===== config.mk =====
export PLATFORM = sky130hd
export DESIGN_NAME = uart_cfg_tx
export DESIGN_NICKNAME = d
export VERILOG_FILES = /design/src/rtl/uart_cfg_pkg.sv /design/src/rtl/uart_cfg_fifo.sv /design/src/rtl/uart_cfg_tx.sv
export SDC_FILE = /design/constraint.sdc
export NUM_CORES = 1
export LEC_CHECK = 0
export BUFFER_PORTS_ARGS = -buffer_cell sky130_fd_sc_hd__buf_2
export CAP_MARGIN = 20
export CORE_UTILIZATION = 40
export CTS_BUF_LIST = sky130_fd_sc_hd__clkbuf_8
export DETAILED_ROUTE_END_ITERATION = 7
export SYNTH_ARGS = -nofsm -noshare
export SYNTH_HDL_FRONTEND = slang
export SYNTH_SLANG_ARGS = --single-unit

===== constraint.sdc =====
create_clock -name CLK -period 5.21 [get_ports CLK]
set_clock_uncertainty 0.15 [all_clocks]
set_input_delay 1.563 -clock CLK [delete_from_list [all_inputs] [get_ports CLK]]
set_output_delay 1.563 -clock CLK [all_outputs]
set_load 0.02 [all_outputs]

===== src/rtl/uart_cfg_pkg.sv =====
// rtl/uart_cfg_pkg.sv - shared encodings and helpers for the config UART transmitter
// Purpose: parity_mode encodings, transmitter FSM state type and a frame-length helper.
package uart_cfg_pkg;

  localparam logic [1:0] PAR_NONE = 2'd0;
  localparam logic [1:0] PAR_EVEN = 2'd1;
  localparam logic [1:0] PAR_ODD  = 2'd2;

  typedef enum logic [2:0] {
    ST_IDLE,
    ST_START,
    ST_DATA,
    ST_PARITY,
    ST_STOP
  } tx_state_e;

  // Total clock cycles occupied by one frame on the line.
  function automatic int unsigned frame_cycles(
    input int unsigned clk_div,
    input int unsigned data_bits,
    input int unsigned parity_bits,
    input int unsigned stop_bits,
    input int unsigned gap_bits
  );
    return (1 + data_bits + parity_bits + stop_bits + gap_bits) * clk_div;
  endfunction

endpackage


===== src/rtl/uart_cfg_fifo.sv =====
// rtl/uart_cfg_fifo.sv - synchronous FIFO feeding the UART transmitter
// Purpose: small circular-buffer FIFO; head word is readable whenever non-empty.
// Ports:
//   clk_i, rst_ni     clock, asynchronous active-low reset
//   push_i, wdata_i   write strobe and data (ignored while full)
//   pop_i, rdata_o    read strobe (ignored while empty) and head word
//   full_o, empty_o   status flags
//   level_o           current occupancy
module uart_cfg_fifo #(
  parameter int WIDTH = 8,
  parameter int DEPTH = 4,
  localparam int AW   = $clog2(DEPTH)
) (
  input  logic             clk_i,
  input  logic             rst_ni,
  input  logic             push_i,
  input  logic [WIDTH-1:0] wdata_i,
  input  logic             pop_i,
  output logic [WIDTH-1:0] rdata_o,
  output logic             full_o,
  output logic             empty_o,
  output logic [AW:0]      level_o
);

  logic [WIDTH-1:0] mem_q [DEPTH];
  logic [AW-1:0]    wr_ptr_q;
  logic [AW-1:0]    rd_ptr_q;
  logic [AW:0]      level_q;
  logic             push_ok;
  logic             pop_ok;

  assign full_o  = (level_q == (AW+1)'(DEPTH));
  assign empty_o = (level_q == '0);
  assign level_o = level_q;
  assign rdata_o = mem_q[rd_ptr_q];
  assign push_ok = push_i && !full_o;
  assign pop_ok  = pop_i && !empty_o;

  // Storage carries no reset; the pointers alone define which entries are live.
  always_ff @(posedge clk_i) begin
    if (push_ok) begin
      mem_q[wr_ptr_q] <= wdata_i;
    end
  end

  // DEPTH is a power of two, so the pointers wrap naturally.
  always_ff @(posedge clk_i or negedge rst_ni) begin
    if (!rst_ni) begin
      wr_ptr_q <= '0;
      rd_ptr_q <= '0;
      level_q  <= '0;
    end else begin
      if (push_ok) wr_ptr_q <= wr_ptr_q + 1'b1;
      if (pop_ok)  rd_ptr_q <= rd_ptr_q + 1'b1;
      case ({push_ok, pop_ok})
        2'b10:   level_q <= level_q + 1'b1;
        2'b01:   level_q <= level_q - 1'b1;
        default: level_q <= level_q;
      endcase
    end
  end

endmodule


===== src/rtl/uart_cfg_tx.sv =====
// rtl/uart_cfg_tx.sv - buffered UART transmitter driving an eFPGA configuration Rx pin
// Purpose: pops words from an input FIFO and serialises them as start/data/parity/stop/gap frames.
// Ports:
//   CLK, resetn        clock, asynchronous active-low reset
//   in_data, in_valid  input word and its valid; in_ready = FIFO not full
//   parity_mode        0/3 none, 1 even, 2 odd; latched when a frame starts
//   Tx                 registered serial output, idle high
//   busy               frame in progress or FIFO holding data
//   fifo_level         FIFO occupancy
//   frames_sent        completed frames since reset, wrapping
module uart_cfg_tx
  import uart_cfg_pkg::*;
#(
  parameter int CLK_DIV    = 8,
  parameter int DATA_BITS  = 8,
  parameter int STOP_BITS  = 2,
  parameter int GAP_BITS   = 1,
  parameter int FIFO_DEPTH = 4,
  parameter int COUNT_W    = 16
) (
  input  logic                        CLK,
  input  logic                        resetn,
  input  logic [DATA_BITS-1:0]        in_data,
  input  logic                        in_valid,
  output logic                        in_ready,
  input  logic [1:0]                  parity_mode,
  output logic                        Tx,
  output logic                        busy,
  output logic [$clog2(FIFO_DEPTH):0] fifo_level,
  output logic [COUNT_W-1:0]          frames_sent
);

  // The stop+gap period is the longest single timer interval.
  localparam int TMR_MAX = (STOP_BITS + GAP_BITS) * CLK_DIV - 1;
  localparam int TW      = $clog2(TMR_MAX + 1);
  localparam int BW      = $clog2(DATA_BITS);

  localparam logic [TW-1:0] BIT_RELOAD  = TW'(CLK_DIV - 1);
  localparam logic [TW-1:0] STOP_RELOAD = TW'(TMR_MAX);
  localparam logic [BW-1:0] LAST_BIT    = BW'(DATA_BITS - 1);

  tx_state_e            state_q;
  logic [TW-1:0]        tmr_q;
  logic [BW-1:0]        bit_cnt_q;
  logic [DATA_BITS-1:0] shift_q;
  logic                 par_en_q;
  logic                 par_bit_q;
  logic                 tx_q;
  logic [COUNT_W-1:0]   cnt_q;

  logic                 fifo_full;
  logic                 fifo_empty;
  logic [DATA_BITS-1:0] fifo_rdata;
  logic                 tmr_done;
  logic                 pop;

  uart_cfg_fifo #(
    .WIDTH (DATA_BITS),
    .DEPTH (FIFO_DEPTH)
  ) u_fifo (
    .clk_i   (CLK),
    .rst_ni  (resetn),
    .push_i  (in_valid),
    .wdata_i (in_data),
    .pop_i   (pop),
    .rdata_o (fifo_rdata),
    .full_o  (fifo_full),
    .empty_o (fifo_empty),
    .level_o (fifo_level)
  );

  assign tmr_done = (tmr_q == '0);
  // A new frame starts from IDLE, or straight out of the final stop/gap cycle.
  assign pop = !fifo_empty &&
               ((state_q == ST_IDLE) || ((state_q == ST_STOP) && tmr_done));

  assign in_ready    = !fifo_full;
  assign Tx          = tx_q;
  assign busy        = (state_q != ST_IDLE) || !fifo_empty;
  assign frames_sent = cnt_q;

  always_ff @(posedge CLK or negedge resetn) begin
    if (!resetn) begin
      state_q   <= ST_IDLE;
      tmr_q     <= '0;
      bit_cnt_q <= '0;
      shift_q   <= '0;
      par_en_q  <= 1'b0;
      par_bit_q <= 1'b0;
      tx_q      <= 1'b1;
      cnt_q     <= '0;
    end else begin
      unique case (state_q)
        ST_IDLE: begin
          tx_q <= 1'b1;
        end
        ST_START: begin
          if (tmr_done) begin
            state_q   <= ST_DATA;
            tx_q      <= shift_q[0];
            shift_q   <= shift_q >> 1;
            bit_cnt_q <= '0;
            tmr_q     <= BIT_RELOAD;
          end else begin
            tmr_q <= tmr_q - 1'b1;
          end
        end
        ST_DATA: begin
          if (tmr_done) begin
            if (bit_cnt_q == LAST_BIT) begin
              if (par_en_q) begin
                state_q <= ST_PARITY;
                tx_q    <= par_bit_q;
                tmr_q   <= BIT_RELOAD;
              end else begin
                state_q <= ST_STOP;
                tx_q    <= 1'b1;
                tmr_q   <= STOP_RELOAD;
              end
            end else begin
              tx_q      <= shift_q[0];
              shift_q   <= shift_q >> 1;
              bit_cnt_q <= bit_cnt_q + 1'b1;
              tmr_q     <= BIT_RELOAD;
            end
          end else begin
            tmr_q <= tmr_q - 1'b1;
          end
        end
        ST_PARITY: begin
          if (tmr_done) begin
            state_q <= ST_STOP;
            tx_q    <= 1'b1;
            tmr_q   <= STOP_RELOAD;
          end else begin
            tmr_q <= tmr_q - 1'b1;
          end
        end
        ST_STOP: begin
          if (tmr_done) begin
            cnt_q   <= cnt_q + 1'b1;
            state_q <= ST_IDLE;
          end else begin
            tmr_q <= tmr_q - 1'b1;
          end
        end
        default: begin
          state_q <= ST_IDLE;
          tx_q    <= 1'b1;
        end
      endcase

      // Frame load overrides whatever the state branch chose above, which
      // gives back-to-back frames with no idle cycle in between.
      if (pop) begin
        state_q   <= ST_START;
        tx_q      <= 1'b0;
        tmr_q     <= BIT_RELOAD;
        shift_q   <= fifo_rdata;
        par_en_q  <= (parity_mode == PAR_EVEN) || (parity_mode == PAR_ODD);
        par_bit_q <= (^fifo_rdata) ^ (parity_mode == PAR_ODD);
      end
    end
  end

endmodule


Word level (Yosys, flattened, before mapping) --
Memory sizes are Yosys's and may differ from the RTL's. Index checks and enable logic that the tools add are counted.
Operators by class: reductions and logical operators 24, muxes and demuxes 34, add/sub/neg operators 7, bitwise gates (word level) 1, eq/ne operators 22
Operators by type and width (count):
- $mux W5 | 7
- $mux W8 | 4
- $mux W3 | 9
- $ne A3 B2 Y1 const B | 7
- $pmux W5 S4 | 1
- $add A16 B1 Y16 const B | 1
- $pmux W8 S2 | 1
- $pmux W3 S5 | 1
- $pmux W3 S2 | 2
- $reduce_and A4 Y1 | 3
- $eq A3 B3 Y1 const B | 3
- $mux W1 | 8
- $reduce_xor A8 Y1 | 1
- $add A3 B1 Y3 const B | 2
- $eq A3 B2 Y1 const B | 2
- $logic_not A3 Y1 | 2
- $ne A2 B2 Y1 const B | 3
- $reduce_and A6 Y1 | 1
- $reduce_bool A3 Y1 | 2
- $logic_not A5 Y1 | 1
- $reduce_bool A5 Y1 | 1
- $sub A5 B1 Y5 const B | 1
- $add A2 B1 Y2 const B | 2
- $eq A2 B1 Y1 const B | 2
- 11 further kinds | 21
Word-level totals: bits in writable memories 32, input port bits 13, memories 1, register bits after elaboration 45
Memories:
- u_fifo.mem_q | words 4, width 8, rd ports 1, clocked after Yosys merged registers in 0, wr ports 1, line uart_cfg_fifo.sv:25 | logic [WIDTH-1:0] mem_q [DEPTH];

Longest topological paths before layout --
depth after elaboration 7, depth in mapped cells 10

Cells and area by module --
A second synthesis with hierarchy kept.
Unflattened totals: cell total of the unflattened synthesis 290, area, all modules 3724.8 um2
Modules (own cells, without submodules):
- uart_cfg_tx | cells an instance 211, times used 1, seq. area each 952.2 um2, area each 2132.0 um2
- uart_cfg_fifo | cells an instance 79, times used 1, seq. area each 1136.1 um2, area each 1592.8 um2

Worst setup path after synthesis --
OpenSTA, ideal clock, no wires.
kind in2reg, start in in_valid, end reg u_fifo.level_q[2] (netlist: u_fifo.level_o[2]), stages 7, arrival 2.708 ns, setup slack 2.219 ns, path buffers 0, path through and2_1 -> inv_1 -> ha_1 -> fa_1 -> xnor2_1 -> nor2_1 -> xor2_1
On the way: longest elaborated chain between the ends 3, elaborated cells on any way between the ends 5, those cells by class eq/ne (2); mux (1); reduce/logical (2)
RTL lines:
- from (decl) | line uart_cfg_tx.sv:24 | input logic in_valid,
- $logic_and A1 B1 Y1 (*) | line uart_cfg_fifo.sv:36 | assign push_ok = push_i && !full_o;
- $eq A2 B1 Y1 or $eq A2 B2 Y1 (tied branches) | line uart_cfg_fifo.sv:55 | case ({push_ok, pop_ok})
- $pmux W3 S2 or $reduce_bool A2 Y1 (tied branches)
- to (signal assigned) | line uart_cfg_fifo.sv:56 | 2'b10: level_q <= level_q + 1'b1;
- to (signal assigned) | line uart_cfg_fifo.sv:57 | 2'b01: level_q <= level_q - 1'b1;
- to (signal assigned) | line uart_cfg_fifo.sv:58 | default: level_q <= level_q;
- to (decl) | line uart_cfg_fifo.sv:28 | logic [AW:0] level_q;
Every way passes the cells marked *; elsewhere a longest branch is shown, timed or not. A chain may end at the register's enable or synchronous reset.

Final worst setup path --
start reg state_q[0], end out busy
On the way: longest elaborated chain between the ends 2
RTL lines:
- from (decl) | line uart_cfg_tx.sv:42 | tx_state_e state_q;
- from (signal assigned) | line uart_cfg_tx.sv:84 | state_q <= ST_IDLE;
- from (signal assigned) | line uart_cfg_tx.sv:99 | state_q <= ST_DATA;
- from (signal assigned) | line uart_cfg_tx.sv:112 | state_q <= ST_PARITY;
- $reduce_bool A3 Y1 | line uart_cfg_tx.sv:79 | assign busy = (state_q != ST_IDLE) || !fifo_empty;
- $logic_or A1 B1 Y1 | line uart_cfg_tx.sv:79
- to (decl) | line uart_cfg_tx.sv:28 | output logic busy,
No other way between the ends.

==> flow_metrics.tcl <==
set metrics [dict create \
    ys_top_cells_by_count "dfrtp_1 (44), edfxtp_1 (32), nand2_1 (18), xnor2_1 (18), nor2_1 (17)" \
    fin_util_pct 46.9 \
    die_area_mm2 0.00966 \
    rsz0062_at_grt "no" \
    hold_ws_ns 0.320 \
    synth_cell_types 50 \
    p_per_area_mw_per_mm2 536 \
    fin_nets 340 \
    hp-class "reg2reg" \
    synth-seq-cells 77 \
    synth_top_cell_by_area "dfrtp_1" \
    synth_area_per_cell_um2 13.2 \
    cts_tree "yes" \
    wl_um 6380 \
    initial_core_util_pct 41.9 \
    fill_cells 810 \
    highest_layer "met4" \
    synth_area_leaders "dfrtp_1 (30%), edfxtp_1 (26%), mux4_2 (5.5%)" \
    postCtsSetupRepairBufs 0 \
    viasPerCell 5.14 \
    grt_usage_pct 14.9 \
    crit_arrival_ns 1.89 \
    synthesis.area_mm2 0.00371 \
    antenna_cells 0 \
    clock_path_buffers 2 \
    cts_hold_buf 0 \
    maxSlewHeadroom_pct 48.7 \
    critical_path.max_stage_delay_ns 0.53 \
    netlist.area_leader.share_pct 29.7 \
    core_area_mm2 0.00885 \
    dp_hpwl_um 4440 \
    end_kind "primary output" \
    max_freq_ghz 0.278 \
    first_pass_iters 6 \
    ys.flop_type "dfrtp_1" \
    seqPwrFrac_pct 42.6 \
    status "completed" \
    setup_viol 0 \
    internal-power_mw 1.45 \
    place_inst 412 \
    yosys.cell_count.top_type "dfrtp_1" \
    cts.sinks 77 \
    cp_cell_sequence "nor2_1 -> nand2_1 -> nor2_1 -> inv_1 -> buf_2" \
    die_x_um 98.3 \
    grt_pass1_wl_um 11200 \
    tightest_slew_ns 0.770 \
    worst_path_most_repeated_cell "nor2_1" \
    clkTransAtPathRegs_ns 0.08 \
    ant_nets 0 \
    row_count 34 \
    synth_edf_count 32 \
    p_clk_share_pct 18.6 \
    numCtsBuffers 9 \
    start_kind "flop" \
    vias 2205 \
    yosysSeqAreaShare_pct 56.3 \
    drtIter0Drc 78 \
    wl_met2_um 2820 \
    wire_per_inst_um 14.9 \
    p_leak_nw 1.79 \
    slowest_stage "dfrtp_1" \
    worstSkewPairLatency_ns 0.35 \
    final_area_mm2 0.00415 \
    htree_levels 3 \
    drive_above_1_share_pct 26.5 \
    dpl_cell_area_mm2 0.00395 \
    met1_length_um 3280 \
    syn_to_final_growth_pct 11.8 \
    p_sw_mw 0.777 \
    place.gp.congestion 0.803 \
    grt.overflow.total 0 \
    max-cap-violations 0 \
    multi_input_area_mm2 0.00151 \
    finalNonFillerCells 429 \
    async_reset_ff_share_pct 58.4 \
    required_ns 3.50 \
    grt_max_degree 46 \
    setup-tns-final_ns 0 \
    cts-resized-gates 0 \
    critical_path.max_fanout 14 \
    fin_crit_sh_pct 69.1 \
    syn_nets 304 \
    ioPinCount 35 \
    slew_violations 0 \
    ff_latch_area_mm2 0.00209 \
    die_h_um 98.3 \
    p_sw_share_pct 35.0 \
    port_buffers 34 \
    wl_met3_um 167 \
    combPwrFrac_pct 38.8 \
    yosys_warnings 0 \
    path_class "reg2out" \
    antenna_found_initial 0 \
    ir_worst_vdd_uv 247 \
    drc 0 \
    synth_cells 280 \
    cts_root_buf "clkbuf_8" \
    finalHoldViolations 0 \
    fin_crit_ns 3.60 \
    grt_pass1_vias 2168 \
]
[power by group through the flow]
| stage | clock network, mW | registers, mW | logic [mW] |
|---|---|---|---|
| 2_1_floorplan | 0 | 0.891 | 0.781 |
| 3_3_place_gp | 0 | 0.955 | 0.867 |
| 3_5_place_dp | 0 | 0.962 | 0.871 |
| 4_1_cts | 0.430 | 0.949 | 0.876 |
| 5_1_grt | 0.459 | 0.978 | 0.956 |
| 6_report | 0.413 | 0.946 | 0.863 |
[sequential cells by signal (all words and copies together) (netlist names), 2 cells and up]
name / count
bit_cnt_q: 3
frames_sent: 16
shift_q: 8
state_q: 3
tmr_q: 5
u_fifo.level_o: 3
u_fifo.mem_q: 32
u_fifo.rd_ptr_q: 2
u_fifo.wr_ptr_q: 2
[path summary, 6_finish.rpt]
path / start / depth (start not counted) / end / slack (ns)
max in group asynchronous: resetn / 2 / u_fifo.level_o[1] / 3.41
worst min-delay path: frames_sent[15] / 1 / frames_sent[15] / 0.32
worst max register to register: tmr_q[0] / 7 / u_fifo.level_o[1] / 2.04
min in group asynchronous: resetn / 1 / tmr_q[2] / 1.00
worst min register to register: frames_sent[15] / 1 / frames_sent[15] / 0.32
worst max-delay path: state_q[0] / 5 / busy / 1.61
[cells by family after synthesis]
kind of cell | after synthesis | synth area share (%)
fa+ha+maj | 11 | 3.91
xor+xnor | 28 | 7.18
buf+inv | 20 | 2.90
simple gates | 80 | 11.4
mux | 29 | 12.2
flops | 77 | 56.3
compound gates | 35 | 6.04
[layer usage]
layer	global-route usage, %	up-vias
met4	7.12	0
li1	-	1091
met1	21.8	1078
met5	0	-
met2	21.0	29
met3	3.58	7
[final cells by class]
| cell class | count | share of cell area [%] |
|---|---|---|
| Clock buffer | 9 | 2.99 |
| Clock inverter | 7 | 1.36 |
| Inverter | 9 | 0.814 |
| Multi-Input combinational cell | 183 | 36.5 |
| Sequential cell | 77 | 50.3 |
| Tap cell | 108 | 3.26 |
| Timing Repair Buffer | 36 | 4.76 |
[worst max-delay path, delay by kind of cell, from the launching register on]
kind	cells	cell delay (ns)
flops	1	0.53
buf+inv	2	0.20
simple gates	3	0.80
[per-stage QoR]
stage / setup WS (ns) / total power, mW
after floorplan: 2.22 / 1.67
after global placement: 2.05 / 1.82
after detailed placement: 1.98 / 1.83
after CTS: 1.59 / 2.26
after global routing: 1.35 / 2.39
final: 1.61 / 2.22
[placed cells by master (no fill, tap or decap), types with 2 or more instances in the layout]
cell and n:
edfxtp_1 32, and3_1 12, xor2_1 8, mux2_2 13, clkbuf_8 9, o21ai_0 12, nand2b_1 5, o211ai_1 3
dfrtp_1 44, ha_1 10, mux4_2 9, o31ai_1 3, mux2_4 7, nand3_1 3, xnor2_1 18, inv_1 9
nor3_1 4, a21boi_0 2, nand4_1 7, inv_6 2, a31oi_1 2, nor2b_1 2, a21oi_1 5, and2_1 3
clkinvlp_4 2, nand2_1 18, nor2_1 17, buf_2 34
Power figures use the tool's default switching activity.
